--- config.mk ---
export PLATFORM = sky130hd
export DESIGN_NAME = vpe_lane_sched
export DESIGN_NICKNAME = d
export VERILOG_FILES = /design/src/rtl/vpe_sched_pkg.sv /design/src/rtl/vpe_lane_sched_rr_arbiter.sv /design/src/rtl/vpe_lane_sched.sv
export SDC_FILE = /design/constraint.sdc
export NUM_CORES = 1
export LEC_CHECK = 0
export BUFFER_PORTS_ARGS = -buffer_cell sky130_fd_sc_hd__buf_4
export CORE_ASPECT_RATIO = 0.6
export CORE_MARGIN = 3
export CORE_UTILIZATION = 52
export CTS_BUF_LIST = sky130_fd_sc_hd__clkbuf_4
export CTS_CLUSTER_SIZE = 8
export DETAILED_ROUTE_END_ITERATION = 8
export GPL_TIMING_DRIVEN = 0
export PLACE_DENSITY = 0.71
export SLEW_MARGIN = 20
export SYNTH_ARGS = -nofsm -noshare
export SYNTH_HDL_FRONTEND = slang
export SYNTH_HIERARCHICAL = 1
export SYNTH_SLANG_ARGS = --single-unit
--- constraint.sdc ---
create_clock -name clk_i -period 8.5 [get_ports clk_i]
set_clock_uncertainty 0.1 [all_clocks]
set_input_delay 0 -clock clk_i [delete_from_list [all_inputs] [get_ports clk_i]]
set_output_delay 0 -clock clk_i [all_outputs]
set_load 0.01 [all_outputs]
--- src/rtl/vpe_sched_pkg.sv ---
// Shared types and constants for the VPE lane scheduler.
// Per-lane state and mode encodings used by vpe_lane_sched.
package vpe_sched_pkg;

    // Field widths are fixed here and sized to cover any practical LAT / NUM_REQ.
    localparam int SCHED_CNT_W   = 16;
    localparam int SCHED_OWNER_W = 8;

    // Lane control encodings driven on lane_mode_o.
    localparam logic MODE_VEC  = 1'b0;
    localparam logic MODE_SCAL = 1'b1;

    typedef struct packed {
        logic                     busy;
        logic [SCHED_CNT_W-1:0]   cnt;
        logic                     mode;
        logic [SCHED_OWNER_W-1:0] owner;
    } lane_state_t;

endpackage

--- src/rtl/vpe_lane_sched_rr_arbiter.sv ---
// Round-robin arbiter: grants the first requester at or after ptr_i
// (wrapping), only when en_i is high. One-hot grant plus binary index.
module rr_arbiter #(
    parameter int N = 4,
    parameter int W = (N > 1) ? $clog2(N) : 1
) (
    input  logic [N-1:0] req_i,
    input  logic         en_i,
    input  logic [W-1:0] ptr_i,
    output logic [N-1:0] gnt_o,
    output logic [W-1:0] idx_o
);

    logic found;
    int   j;

    // Scan requesters starting at the pointer and stop at the first hit.
    always_comb begin
        gnt_o = '0;
        idx_o = '0;
        found = 1'b0;
        j     = 0;
        for (int i = 0; i < N; i++) begin
            j = int'(ptr_i) + i;
            if (j >= N) begin
                j = j - N;
            end
            if (en_i && !found && req_i[j]) begin
                found    = 1'b1;
                gnt_o[j] = 1'b1;
                idx_o    = W'(j);
            end
        end
    end

endmodule

--- src/rtl/vpe_lane_sched.sv ---
// VPE lane scheduler: round-robin grant among requesters, lowest free lane
// selection, fixed-latency countdown per lane, tagged completion report.
// Optional performance counters are enabled with the macro VPE_SCHED_PERF_EN;
// without it perf_issue_o / perf_stall_o are tied to 0.
module vpe_lane_sched
    import vpe_sched_pkg::*;
#(
    parameter int NUM_REQ   = 4,
    parameter int NUM_LANES = 6,
    parameter int LAT       = 7,
    parameter int REQ_W     = (NUM_REQ > 1) ? $clog2(NUM_REQ) : 1,
    parameter int LANE_W    = (NUM_LANES > 1) ? $clog2(NUM_LANES) : 1
) (
    input  logic                 clk_i,
    input  logic                 rst_ni,
    input  logic                 flush_i,
    input  logic [NUM_REQ-1:0]   req_valid_i,
    input  logic [NUM_REQ-1:0]   req_mode_i,
    output logic [NUM_REQ-1:0]   req_ready_o,
    output logic                 issue_valid_o,
    output logic [LANE_W-1:0]    issue_lane_o,
    output logic [REQ_W-1:0]     issue_req_o,
    output logic [NUM_LANES-1:0] lane_mode_o,
    output logic [NUM_LANES-1:0] lane_busy_o,
    output logic                 cmpl_valid_o,
    output logic [LANE_W-1:0]    cmpl_lane_o,
    output logic [REQ_W-1:0]     cmpl_req_o,
    output logic [31:0]          perf_issue_o,
    output logic [31:0]          perf_stall_o
);

    if (LAT < 1) begin : g_lat_chk
        $error("vpe_lane_sched: LAT must be >= 1");
    end

    lane_state_t            lane_q [NUM_LANES];
    lane_state_t            lane_d [NUM_LANES];
    logic [REQ_W-1:0]       rr_q;
    logic [REQ_W-1:0]       rr_d;

    logic [NUM_LANES-1:0]   lane_free;
    logic [NUM_LANES-1:0]   lane_done;
    logic                   any_free;
    logic [LANE_W-1:0]      free_idx;
    logic [LANE_W-1:0]      done_idx;
    logic [REQ_W-1:0]       done_owner;

    logic                   arb_en;
    logic [NUM_REQ-1:0]     gnt;
    logic [REQ_W-1:0]       gnt_idx;
    logic                   issue;

    // Lane status: a lane finishing this cycle counts as free so it can be reused at once.
    always_comb begin
        for (int k = 0; k < NUM_LANES; k++) begin
            lane_done[k] = lane_q[k].busy && (lane_q[k].cnt == SCHED_CNT_W'(1));
            lane_free[k] = !lane_q[k].busy || lane_done[k];
        end
    end

    // Priority encoders: lowest free lane for issue, lowest finishing lane for completion.
    always_comb begin
        any_free   = 1'b0;
        free_idx   = '0;
        done_idx   = '0;
        done_owner = '0;
        for (int k = NUM_LANES - 1; k >= 0; k--) begin
            if (lane_free[k]) begin
                any_free = 1'b1;
                free_idx = LANE_W'(k);
            end
            if (lane_done[k]) begin
                done_idx   = LANE_W'(k);
                done_owner = lane_q[k].owner[REQ_W-1:0];
            end
        end
    end

    // Reset is folded in so req_ready_o stays low while rst_ni is asserted.
    assign arb_en = rst_ni && !flush_i && any_free;

    rr_arbiter #(
        .N (NUM_REQ),
        .W (REQ_W)
    ) u_arb (
        .req_i (req_valid_i),
        .en_i  (arb_en),
        .ptr_i (rr_q),
        .gnt_o (gnt),
        .idx_o (gnt_idx)
    );

    assign issue         = |gnt;
    assign req_ready_o   = gnt;
    assign issue_valid_o = issue;
    assign issue_lane_o  = issue ? free_idx : '0;
    assign issue_req_o   = issue ? gnt_idx : '0;

    // Flushed jobs never report, including one that would finish in the flush cycle.
    assign cmpl_valid_o  = (|lane_done) && !flush_i;
    assign cmpl_lane_o   = cmpl_valid_o ? done_idx : '0;
    assign cmpl_req_o    = cmpl_valid_o ? done_owner : '0;

    // Registered lane-facing outputs straight from the lane state.
    always_comb begin
        for (int k = 0; k < NUM_LANES; k++) begin
            lane_mode_o[k] = lane_q[k].mode;
            lane_busy_o[k] = lane_q[k].busy;
        end
    end

    // Next state: flush clears occupancy only; issue loads the chosen lane; busy lanes count down.
    always_comb begin
        rr_d = rr_q;
        if (issue) begin
            rr_d = (gnt_idx == REQ_W'(NUM_REQ - 1)) ? '0 : gnt_idx + 1'b1;
        end
        for (int k = 0; k < NUM_LANES; k++) begin
            lane_d[k] = lane_q[k];
            if (flush_i) begin
                lane_d[k].busy = 1'b0;
                lane_d[k].cnt  = '0;
            end else if (issue && (free_idx == LANE_W'(k))) begin
                lane_d[k].busy  = 1'b1;
                lane_d[k].cnt   = SCHED_CNT_W'(LAT);
                lane_d[k].mode  = req_mode_i[gnt_idx];
                lane_d[k].owner = SCHED_OWNER_W'(gnt_idx);
            end else if (lane_q[k].busy) begin
                lane_d[k].cnt = lane_q[k].cnt - 1'b1;
                if (lane_done[k]) begin
                    lane_d[k].busy = 1'b0;
                end
            end
        end
    end

    // State registers; reset drops every in-flight job.
    always_ff @(posedge clk_i or negedge rst_ni) begin
        if (!rst_ni) begin
            rr_q <= '0;
            for (int k = 0; k < NUM_LANES; k++) begin
                lane_q[k] <= '{busy: 1'b0, cnt: '0, mode: MODE_VEC, owner: '0};
            end
        end else begin
            rr_q <= rr_d;
            for (int k = 0; k < NUM_LANES; k++) begin
                lane_q[k] <= lane_d[k];
            end
        end
    end

    // One issue per cycle means at most one lane can finish per cycle.
    always_ff @(posedge clk_i) begin
        if (rst_ni) begin
            assert ($onehot0(lane_done));
            for (int k = 0; k < NUM_LANES; k++) begin
                assert (lane_q[k].owner < SCHED_OWNER_W'(NUM_REQ));
            end
        end
    end

`ifdef VPE_SCHED_PERF_EN
    logic [31:0] perf_issue_q;
    logic [31:0] perf_issue_d;
    logic [31:0] perf_stall_q;
    logic [31:0] perf_stall_d;

    // Saturating issue and stall counters; flush does not clear them.
    always_comb begin
        perf_issue_d = perf_issue_q;
        perf_stall_d = perf_stall_q;
        if (issue && (perf_issue_q != '1)) begin
            perf_issue_d = perf_issue_q + 32'd1;
        end
        if ((|req_valid_i) && !any_free && !flush_i && (perf_stall_q != '1)) begin
            perf_stall_d = perf_stall_q + 32'd1;
        end
    end

    // Counter registers.
    always_ff @(posedge clk_i or negedge rst_ni) begin
        if (!rst_ni) begin
            perf_issue_q <= '0;
            perf_stall_q <= '0;
        end else begin
            perf_issue_q <= perf_issue_d;
            perf_stall_q <= perf_stall_d;
        end
    end

    assign perf_issue_o = perf_issue_q;
    assign perf_stall_o = perf_stall_q;
`else
    assign perf_issue_o = '0;
    assign perf_stall_o = '0;
`endif

endmodule

# == Word-level counts from Yosys, hierarchy flattened ==
# Index checks and enable logic that the tools add are counted.
# W data, S select, Z words.
# classes
addsub,14
n_lt_le_gt_ge,13
eq_ne,12
muxes,90
bitwise_logic,4
reduce_logical,57
# op_table
operator,n
$mux W17,18
$ge A32 B1 Y1 const B,4
$lt A32 B4 Y1 const B,4
$mux W32,4
$eq A16 B1 Y1 const B,6
$ge A32 B4 Y1 const B,3
$sub A16 B1 Y16 const B,6
$sub A32 B4 Y32 const B,3
$mux W3,14
$mux W1,28
$logic_and A1 B1 Y1,26
$mux W2,13
$reduce_bool A3 Y1,6
$mux W4,4
$or A4 B4 Y4,3
$reduce_and A2 Y1,6
$bmux W1 S2,5
$logic_not A1 Y1,10
$demux W1 S2,4
$add A2 B2 Y3 const B,2
$eq A3 B2 Y1 const B,2
$eq A3 B3 Y1 const B,2
$logic_or A1 B1 Y1,6
$reduce_or A6 Y1,1
other kinds (10),10
# totals
regBits,122
output_inout_bits,92
elab_cells,215

# == Depth between registers and ports, before layout ==
# Gate-level depths: netlist of the first run.
# depth
ltp_word,28
ltp_mapped,19
depth_no_buf,18

# == Hierarchy ==
# The synthesis of the first run kept the hierarchy.
# modules_own_cells
mod,n_inst,cells_per_inst,area_per_inst_um2,seq_area_each_um2
vpe_lane_sched,1,712,6779.0,3052.9
rr_arbiter,1,58,481.7,0.0

# == Worst setup path before layout of the first run ==
# No wires, ideal clock.
# synth_path
kind,flip-flop to flip-flop
start,register lane_q[41] (netlist bit)
end,"register lane_q, in the netlist lane_mode_o[5]"
setup_ps,125
arrival_ps,4433
setup_slack_ps,3843
path_stages_with_launch,17
synth_period_minus_slack_ps,4657
path_cell_list,dfrtp_1 > or4_1 > buf_2 > o41ai_4 > or3b_2 > nor3_1 > a21oi_1 > inv_1 > or3_4 > a2111oi_4 > a221o_1 > nor4_1 > inv_1 > nand3_1 > nand4b_1 > nor3_1 > mux2_2
# synth_between
elab_chain_len,26
# synth_rtl
item,line_no,text
from (decl),vpe_lane_sched.sv:36,lane_state_t lane_q [NUM_LANES];
"from (signal, indexed assignment)",vpe_lane_sched.sv:142,"lane_q[k] <= '{busy: 1'b0, cnt: '0, mode: MODE_VEC, owner: '0};"
"from (signal, indexed assignment)",vpe_lane_sched.sv:147,lane_q[k] <= lane_d[k];
$eq A16 B1 Y1 *,vpe_lane_sched.sv:56,lane_done[k] = lane_q[k].busy && (lane_q[k].cnt == SCHED_CNT_W'(1));
$logic_and A1 B1 Y1 *,vpe_lane_sched.sv:56,
$logic_or A1 B1 Y1 *,vpe_lane_sched.sv:57,lane_free[k] = !lane_q[k].busy || lane_done[k];
$mux W1 * (5 in a row),vpe_lane_sched.sv:68,if (lane_free[k]) begin
$logic_and A1 B1 Y1 *,vpe_lane_sched.sv:80,assign arb_en = rst_ni && !flush_i && any_free;
named net arb_en,vpe_lane_sched.sv:48,logic arb_en;
$logic_and A1 B1 Y1,vpe_lane_sched_rr_arbiter.sv:28,if (en_i && !found && req_i[j]) begin
$mux W1,vpe_lane_sched_rr_arbiter.sv:28,
[... 8 more ...],n/a,
$logic_not A1 Y1,vpe_lane_sched_rr_arbiter.sv:28,
$logic_and A1 B1 Y1 (2 in a row),vpe_lane_sched_rr_arbiter.sv:28,
$mux W4 *,vpe_lane_sched_rr_arbiter.sv:28,
named net req_ready_o[1],vpe_lane_sched.sv:19,"output logic [NUM_REQ-1:0] req_ready_o,"
$reduce_or A4 Y1 *,vpe_lane_sched.sv:93,assign issue = |gnt;
named net issue_valid_o,vpe_lane_sched.sv:20,"output logic issue_valid_o,"
$logic_and A1 B1 Y1 *,vpe_lane_sched.sv:123,end else if (issue && (free_idx == LANE_W'(k))) begin
$reduce_and A2 Y1 (no source line) *,n/a,
# Mark *: on every way through the listed nets, which the timed path passes. The rest lies on a longest branch. The select of a mux whose other input is x is not followed.
# A chain may end at the register's enable or synchronous reset.

# == Worst setup path after layout of the first run ==
# layout_path
start,register lane_q[90] (netlist bit)
end,register lane_q[1] (netlist bit)
# layout_between
elab_chain_len,24
# layout_rtl
item,line_no
$eq A16 B1 Y1 *,vpe_lane_sched.sv:56
$logic_and A1 B1 Y1 *,vpe_lane_sched.sv:56
$logic_or A1 B1 Y1 *,vpe_lane_sched.sv:57
$mux W1 * (3 in a row),vpe_lane_sched.sv:68
$logic_and A1 B1 Y1 *,vpe_lane_sched.sv:80
named net arb_en,vpe_lane_sched.sv:48
$logic_and A1 B1 Y1,vpe_lane_sched_rr_arbiter.sv:28
$mux W1,vpe_lane_sched_rr_arbiter.sv:28
[... 5 more ...],n/a
$logic_and A1 B1 Y1 (2 in a row),vpe_lane_sched_rr_arbiter.sv:28
$mux W1,vpe_lane_sched_rr_arbiter.sv:28
$logic_not A1 Y1,vpe_lane_sched_rr_arbiter.sv:28
$logic_and A1 B1 Y1 (2 in a row),vpe_lane_sched_rr_arbiter.sv:28
$mux W4,vpe_lane_sched_rr_arbiter.sv:28
$reduce_or A4 Y1,vpe_lane_sched.sv:93
$logic_and A1 B1 Y1,vpe_lane_sched.sv:123
$reduce_and A2 Y1 (no source line),n/a
# Mark *: on every way through the listed nets, which the timed path passes. The rest lies on a longest branch.

==> summary.md, run 1 <==
| Metric | Value |
|---|---|
| # DRC | 0 |
| Synth Area in Adders | roughly 3.4% |
| H-tree depth | 4 |
| Syn Area/Cell | 9.429 sq um |
| Final instance area | 8488 sq um |
| Die width | between 150 and 200 um |
| Async S/R FF share, synth | 100.0% |
| Internal | 1.183 mW |
| Synth Cell Area | approximately 7300 sq um |
| Core area | 13250 sq um |
| Worst Setup Start Kind | flip-flop |
| Yosys warns | 6 |
| Post-CTS Setup Inserts | 0 |
| Worst-skew pair later-pin latency | 0.53 ns |
| Seq pwr share | 38.9% |
| Clock share of power | 28.3% |
| PortBufs | 38 |
| Clock transition at path regs | 0.11 ns |
| Number of vias per cell | 5.143 |
| Hold Crit Class | in2reg |
| Pleak | between 4 and 5 nW |
| Commonest non-fill, non-tap cell in the layout | dfrtp_1 |
| Sw Share | between 30% and 40% |
| Drt wl/cell | 14.45 um |
| Crit. Startpoint | lane_q[90] |
| Max-slew violation count | 0 |
| Grt ovf | 0 |
| Global-route wire length before repair | approximately 26000 um |
| Switch Pwr | 0.6245 mW |
| Hold WS | 0.1285 ns |
| Largest family of logic cells by synthesized area | simple AND/OR/NAND/NOR gates |
| Largest net degree at the start of global routing | 82 |
| Final setup viols | 0 |
| Yosys reg bits | 122 |
| # fillers | 1090 |
| Reg2Reg Setup Slack | approximately 2.9 ns |
| Post-synthesis compound-gate area fraction | 7.755% |
| Max-cap violations | 0 |
| RSZ-0062 raised after global routing | false |
| Ports | 103 |
| Area grow syn2layout | 16.91% |
| Vias in the first global route | 5220 |
| Vias | 5642 |
| Share of cells above drive strength 1 | 21.32% |
| Data required, critical path | slightly below 9 ns |
| Clk buf depth | 2 |
| DRT iter0 DRCs | 363 |
| Worst setup EP type | flip-flop |
| Cells on worst reg2reg path | 15 |
| CTS Sinks | approximately 120 |
| Post-DRT Antenna Nets | 0 |
| Status | finished, final reports clean |
| Crit path time final | 5.647 ns |
| Ant. Diodes | 0 |
| Worst VDD drop | about 0.12 mV |
| Worst Max-Slew Pin Slew | 0.9298 ns |
| Placed cell areas | 8048 sq um |
| Most frequent cells in the layout | dfrtp_1, buf_4, nor2_1, nand2_1, conb_1 |
| Setup crit end | lane_q[1] |
| Tot Pwr | 1.807 mW |
| Number of synthesized flops with an enable pin | 0 |
| Seq/Total Area, Yosys | 42.05% |
| Inserted Clock Buffers | 17 |
| WP data arrival | 5.97 ns |
| Die Y | 97.53 um |
| Endpoints failing hold | 0 |
| Setup TNS | 0 ns |
| Routed WL | 15850 um |
| Post-synthesis mux area share | 4.618% |
| Dominant synthesized flop cell | dfrtp_1 |
| CTS tree | done |
| Post-layout util | about 64% |
| Post-synthesis cell type count | 58 |
| Slew headroom | 37.44% |
| HPWL reported at the end of detailed placement | around 12000 um |
| Worst r2r dst | lane_q[1] |
| Site row count | 32 |
| Fin nets | 928 |
| Critical path class | reg2reg |
| Final Cycle Share | 66.44% |
| Initial Utilization | 54.79% |
| First-pass iteration count of the detailed router | 5 |
| GPL Wtd Cong | between 0.8 and 0.9 |
| Pwr/cell area | 212.9 nW/um^2 |
| Peak Freq | 177.1 MHz |
| Initial antenna violation count | 0 |
| Root Driver | clkbuf_4 |
| Synth Instances | 770 |
| Area share of and/or/nand/nor cells after synthesis | 21.78% |
| Post-Synth XOR/XNOR Area | 9.771% |
| Max FO, Critical Path | 7 |
| Combinational share of power | 32.8% |
| Die area | 15460 sq um |
| Origin of the critical flop-to-flop path | lane_q[90] |
| Total Routing Usage GR | a little over 20% |
per-layer routing:
layer	share of wire, %	global-route usage [%]	up-vias
met2	45	30.44	137
met4	1.2	5.420	0
met5	0	0	-
met1	49	30.92	2743
li1	-	-	2744
met3	4.5	4.406	18
worst max-delay path: stages, from the launching register on:
cell and delay [ns]:
dfrtp_1 0.46, or4_1 0.61, nor4_1 0.68, nand2b_1 0.24
nor3_1 0.11, a21oi_1 0.26, inv_1 0.19, or3_4 0.44
a2111oi_4 0.45, a221o_1 0.26, nor4_1 0.13, inv_1 0.25
nand3_1 0.21, nand4b_1 0.32, nor3_1 0.44, mux2_2 0.40
stage by stage:
stage	setup WS, ns	instances
final	2.853	1097
after global routing	2.418	1097
after CTS	2.931	1097
after detailed placement	2.992	1059
after global placement	3.023	1058
after floorplan	3.843	833
flip-flops by register name, summed over array words and instances, names as in the netlist:
| register | flops |
|---|---|
| lane_busy_o | 6 |
| lane_q | 108 |
| lane_mode_o | 6 |
| rr_q | 2 |
timing repair:
item,CTS,global route
hold endpoints to repair,139,0
hold buffers,6,0
resized for setup,0,0
area by class of cell:
type / count / area (sq um) / area share [%]
Tap cell: 187 / 234.0 / 2.756
Clock buffer: 17 / 127.6 / 1.504
Inverter: 23 / 86.33 / 1.017
Sequential cell: 122 / 3053 / 35.97
Buffer: 100 / 678.2 / 7.989
Clock inverter: 15 / 229.0 / 2.698
Timing Repair Buffer: 45 / 394.1 / 4.643
Multi-Input combinational cell: 588 / 3686 / 43.43
how the worst min path moves through the flow:
stage                               from        endpoint  slack [ns]  cells past startpoint
after global routing      req_valid_i[2]         rr_q[1]        0.18                      7
final                     req_valid_i[2]         rr_q[1]        0.13                      7
after CTS                 req_valid_i[2]         rr_q[1]         0.1                      7
after floorplan                   rst_ni  lane_busy_o[0]       -0.40                      0
after global placement           flush_i  lane_mode_o[0]        0.32                      3
after detailed placement          rst_ni      lane_q[68]       -0.14                      1
power groups by stage:
stage	combinational, mW	clock (mW)	sequential, mW
floorplan	0.434	0	0.698
detailed placement	0.576	0	0.713
CTS	0.587	0.519	0.702
global placement	0.553	0	0.708
finish	0.592	0.511	0.703
global route	0.652	0.544	0.713
kinds of logic after synthesis:
kind of cell             after synthesis
buffers and inverters                123
multiplexers                          25
AND/OR/NAND/NOR                      313
other                                  1
AO/OA/AOI/OAI                         85
flip-flops                           122
XOR/XNOR                              81
adder cells (fa/ha/maj)               20
cells in the mapped netlist (all sizes together), types with 3 or more instances:
library cell,n,share of area (%)
ha,20,3.4
dfrtp,122,42
nor2,98,5.1
inv,22,1.1
or3,10,1.0
nand2b,4,0.34
and2,6,0.52
nor4,23,2.0
a221o,4,0.55
nor3b,6,0.62
nand2,69,3.6
nor2b,11,0.95
nor3,32,2.2
buf,84,8.5
a21oi,41,2.9
o21ai,21,1.5
nand4,5,0.43
clkbuf,16,0.83
and3,6,0.52
nand3,9,0.62
xor2,25,3.0
a31oi,3,0.26
nand3b,6,0.62
xnor2,56,6.8
mux4,4,1.2
mux2,19,3.1
nor4b,5,0.78
o31ai,3,0.50
nand4b,3,0.36
or2,4,0.34
or3b,3,0.36
or4,11,1.2
Power figures use the tool's default switching activity.
==> run 2: changes to the inputs <==
==> constraint.sdc (replaced) <==
create_clock -name clk_i -period 5.61 [get_ports clk_i]
set_clock_uncertainty 0.1 [all_clocks]
set_input_delay 0 -clock clk_i [delete_from_list [all_inputs] [get_ports clk_i]]
set_output_delay 0 -clock clk_i [all_outputs]
set_load 0.01 [all_outputs]
==> summary.md, run 2 (synthesized netlist as in run 1, its figures left out) <==
| Metric | Value |
|---|---|
| Status | finished, final reports clean |
| Core area | 13250 sq um (unchanged) |
| Max-cap violations | 0 (unchanged) |
| WP data arrival | 5.68 ns (-0.29 ns) |
| Final setup viols | 0 (unchanged) |
| Drt wl/cell | 14.54 um (+0.60%) |
| Total Routing Usage GR | 20.70% (unchanged) |
| Clk buf depth | 2 (unchanged) |
| Slowest Stage Delay on Critical Path | 0.52 ns (-0.16 ns) |
| Crit path time final | 5.349 ns (-0.2989 ns) |
| Clock transition at path regs | 0.11 ns (about the same) |
| Site row count | 32 (unchanged) |
| Global-route wire length before repair | 25930 um (unchanged) |
| Worst-path cell chain | or4_1 -> buf_2 -> o41ai_4 -> or3b_2 -> nor3_1 -> a21oi_1 -> inv_1 -> or3_4 -> a2111oi_4 -> a221o_1 -> nor4_2 -> inv_1 -> nand3_1 -> nand4b_1 -> a211o_1 -> nand2_2 -> buf_4 -> nor2_1 |
| Pwr/cell area | 322.1 nW/um^2 (+51%) |
| Placed Cells | 1059 (unchanged) |
| Ant. Diodes | 0 (unchanged) |
| Share of cells above drive strength 1 | 22.06% (+0.74 points) |
| Hold Crit Class | in2reg |
| Fin nets | 929 (+0.11%) |
| Worst-skew pair later-pin latency | 0.53 ns (about the same) |
| Initial Utilization | 54.79% (unchanged) |
| Top reg by flops | lane_q |
| Most frequent cells in the layout | dfrtp_1, buf_4, nor2_1, nand2_1, conb_1 |
| Die width | 158.6 um (unchanged) |
| Final Instance Count excl. Fillers | 1098 (+0.091%) |
| Largest net degree at the start of global routing | 82 (unchanged) |
| Inserted Clock Buffers | 17 (unchanged) |
| Worst Setup Start Kind | flip-flop |
| Number of vias per cell | 5.112 (-0.60%) |
| Area grow syn2layout | 17.49% |
| PortBufs | 38 (unchanged) |
| Max-slew violation count | 0 (unchanged) |
| Vias in the first global route | 5220 (unchanged) |
| Routed WL | 15960 um (+0.69%) |
| RSZ-0062 raised after global routing | true |
| Post-DRT Antenna Nets | 0 (unchanged) |
| Root Driver | clkbuf_4 |
| First-pass iteration count of the detailed router | 5 (unchanged) |
| CTS Sinks | 122 (unchanged) |
| Die Y | 97.53 um (unchanged) |
| Final Cycle Share | 95.34% (+29 points) |
| Grt ovf | 0 (unchanged) |
| Data required, critical path | 5.94 ns (-2.88 ns) |
| H-tree depth | 4 (unchanged) |
| Pleak | 4.070 nW (+0.43%) |
| CP most frequent cell | inv_1 |
| Ports | 103 (unchanged) |
| Critical Path Slowest Stage Cell | or4_1 |
| Worst Max-Slew Pin Slew | 0.6656 ns (-0.2642 ns) |
| Max reg flops | 108 (unchanged) |
| Slew headroom | 55.22% (+18 points) |
| HPWL reported at the end of detailed placement | 11550 um (unchanged) |
| # DRC | 0 (unchanged) |
| Endpoints failing hold | 0 (unchanged) |
| Die area | 15460 sq um (unchanged) |
| Commonest non-fill, non-tap cell in the layout | dfrtp_1 |
| DRT iter0 DRCs | 396 (+9.1%) |
| Critical path class | reg2reg |
| Crit-path leading delay family | simple AND/OR/NAND/NOR gates |
| Max FO, Critical Path | 10 (+3) |
| CTS tree | done |
| GPL Wtd Cong | 0.8264 (unchanged) |
| CP bufs+invs | 4 (+2) |
| Post-layout util | 64.37% (+0.32 points) |
| Worst setup EP type | flip-flop |
| Worst VDD drop | 0.1894 mV (+52%) |
| Vias | 5613 (-0.51%) |
| Peak Freq | 187.0 MHz (+5.6%) |
| Initial antenna violation count | 0 (unchanged) |
## run 2: changes by cell type in the layout (fill, tap and decap cells not counted)
| cell | delta |
|---|---|
| nor3_1 | -1 |
| nor3_2 | +1 |
| o2bb2ai_2 | +1 |
| clkbuf_2 | +2 |
| buf_4 | +1 |
| nor4_2 | +1 |
| o2bb2ai_1 | -1 |
| nor4_1 | -2 |
| nor4_4 | +1 |
| clkbuf_1 | -2 |
## run 2: path summary, 6_finish.rpt
check                               start              to  slack (ns)  depth (start not counted)
max in group asynchronous          rst_ni  lane_busy_o[0]        4.55                          4
min in group asynchronous          rst_ni      lane_q[96]        0.45                          4
max                            lane_q[41]      lane_q[22]        0.26                         18
min                        req_valid_i[2]         rr_q[1]        0.13                          7
min reg2reg                   lane_q[104]     lane_q[104]        0.41                          1
max reg2reg                    lane_q[41]      lane_q[22]        0.26                         18
## run 2: tightest hold or removal path: stages
cell and delay [ns]:
buf_4 0.11, a211oi_1 0.06, o21ai_0 0.07, a21oi_1 0.09, ha_1 0.29, nand2_1 0.04, nand2_1 0.05
## run 2: what timing repair did
| action | 4_1_cts | 5_1_grt |
|---|---|---|
| hold buffers | 6 | 0 |
| setup endpoints to repair | 0 | 70 |
| setup buffers | 0 | 1 |
| endpoints found under the hold margin | 139 | 0 |
| resized for setup | 0 | 9 |
## run 2: cell type report
cell class	count	area, sq um
plain buffers	100	680.7
clock buffers	17	127.6
clock inverters	15	229.0
fillers	1082	4722
inverters	23	86.33
multi-input cells	588	3719
flip-flops and latches	122	3053
well taps	187	234.0
repair buffers	46	401.6
## run 2: power by group
part	internal [mW]	switching, mW
clock network	0.436	0.339
registers	0.972	0.0930
logic	0.387	0.520
total	1.80	0.952
## run 2: stage by stage
stage               worst slack (ns)  TNS, ns  area (sq um)  hold WS, ns  power (mW)
finish                        0.2614        0          8531       0.1283       2.747
global route                -0.07530  -0.9084          8531       0.1796       2.903
CTS                          0.04120        0          8482      0.09983       2.740
detailed placement            0.1022        0          8048      -0.1399       1.954
global placement              0.1330        0          8016       0.3241       1.911
floorplan                     0.9526        0          7497      -0.3956       1.715
## run 2: routing by layer
| layer | vias up | share of wire (%) | global-route usage (%) |
|---|---|---|---|
| met5 | - | 0 | 0 |
| met4 | 0 | 1.1 | 5.420 |
| met3 | 14 | 4.3 | 4.406 |
| met2 | 128 | 45 | 30.44 |
| met1 | 2722 | 50 | 30.92 |
| li1 | 2749 | - | - |
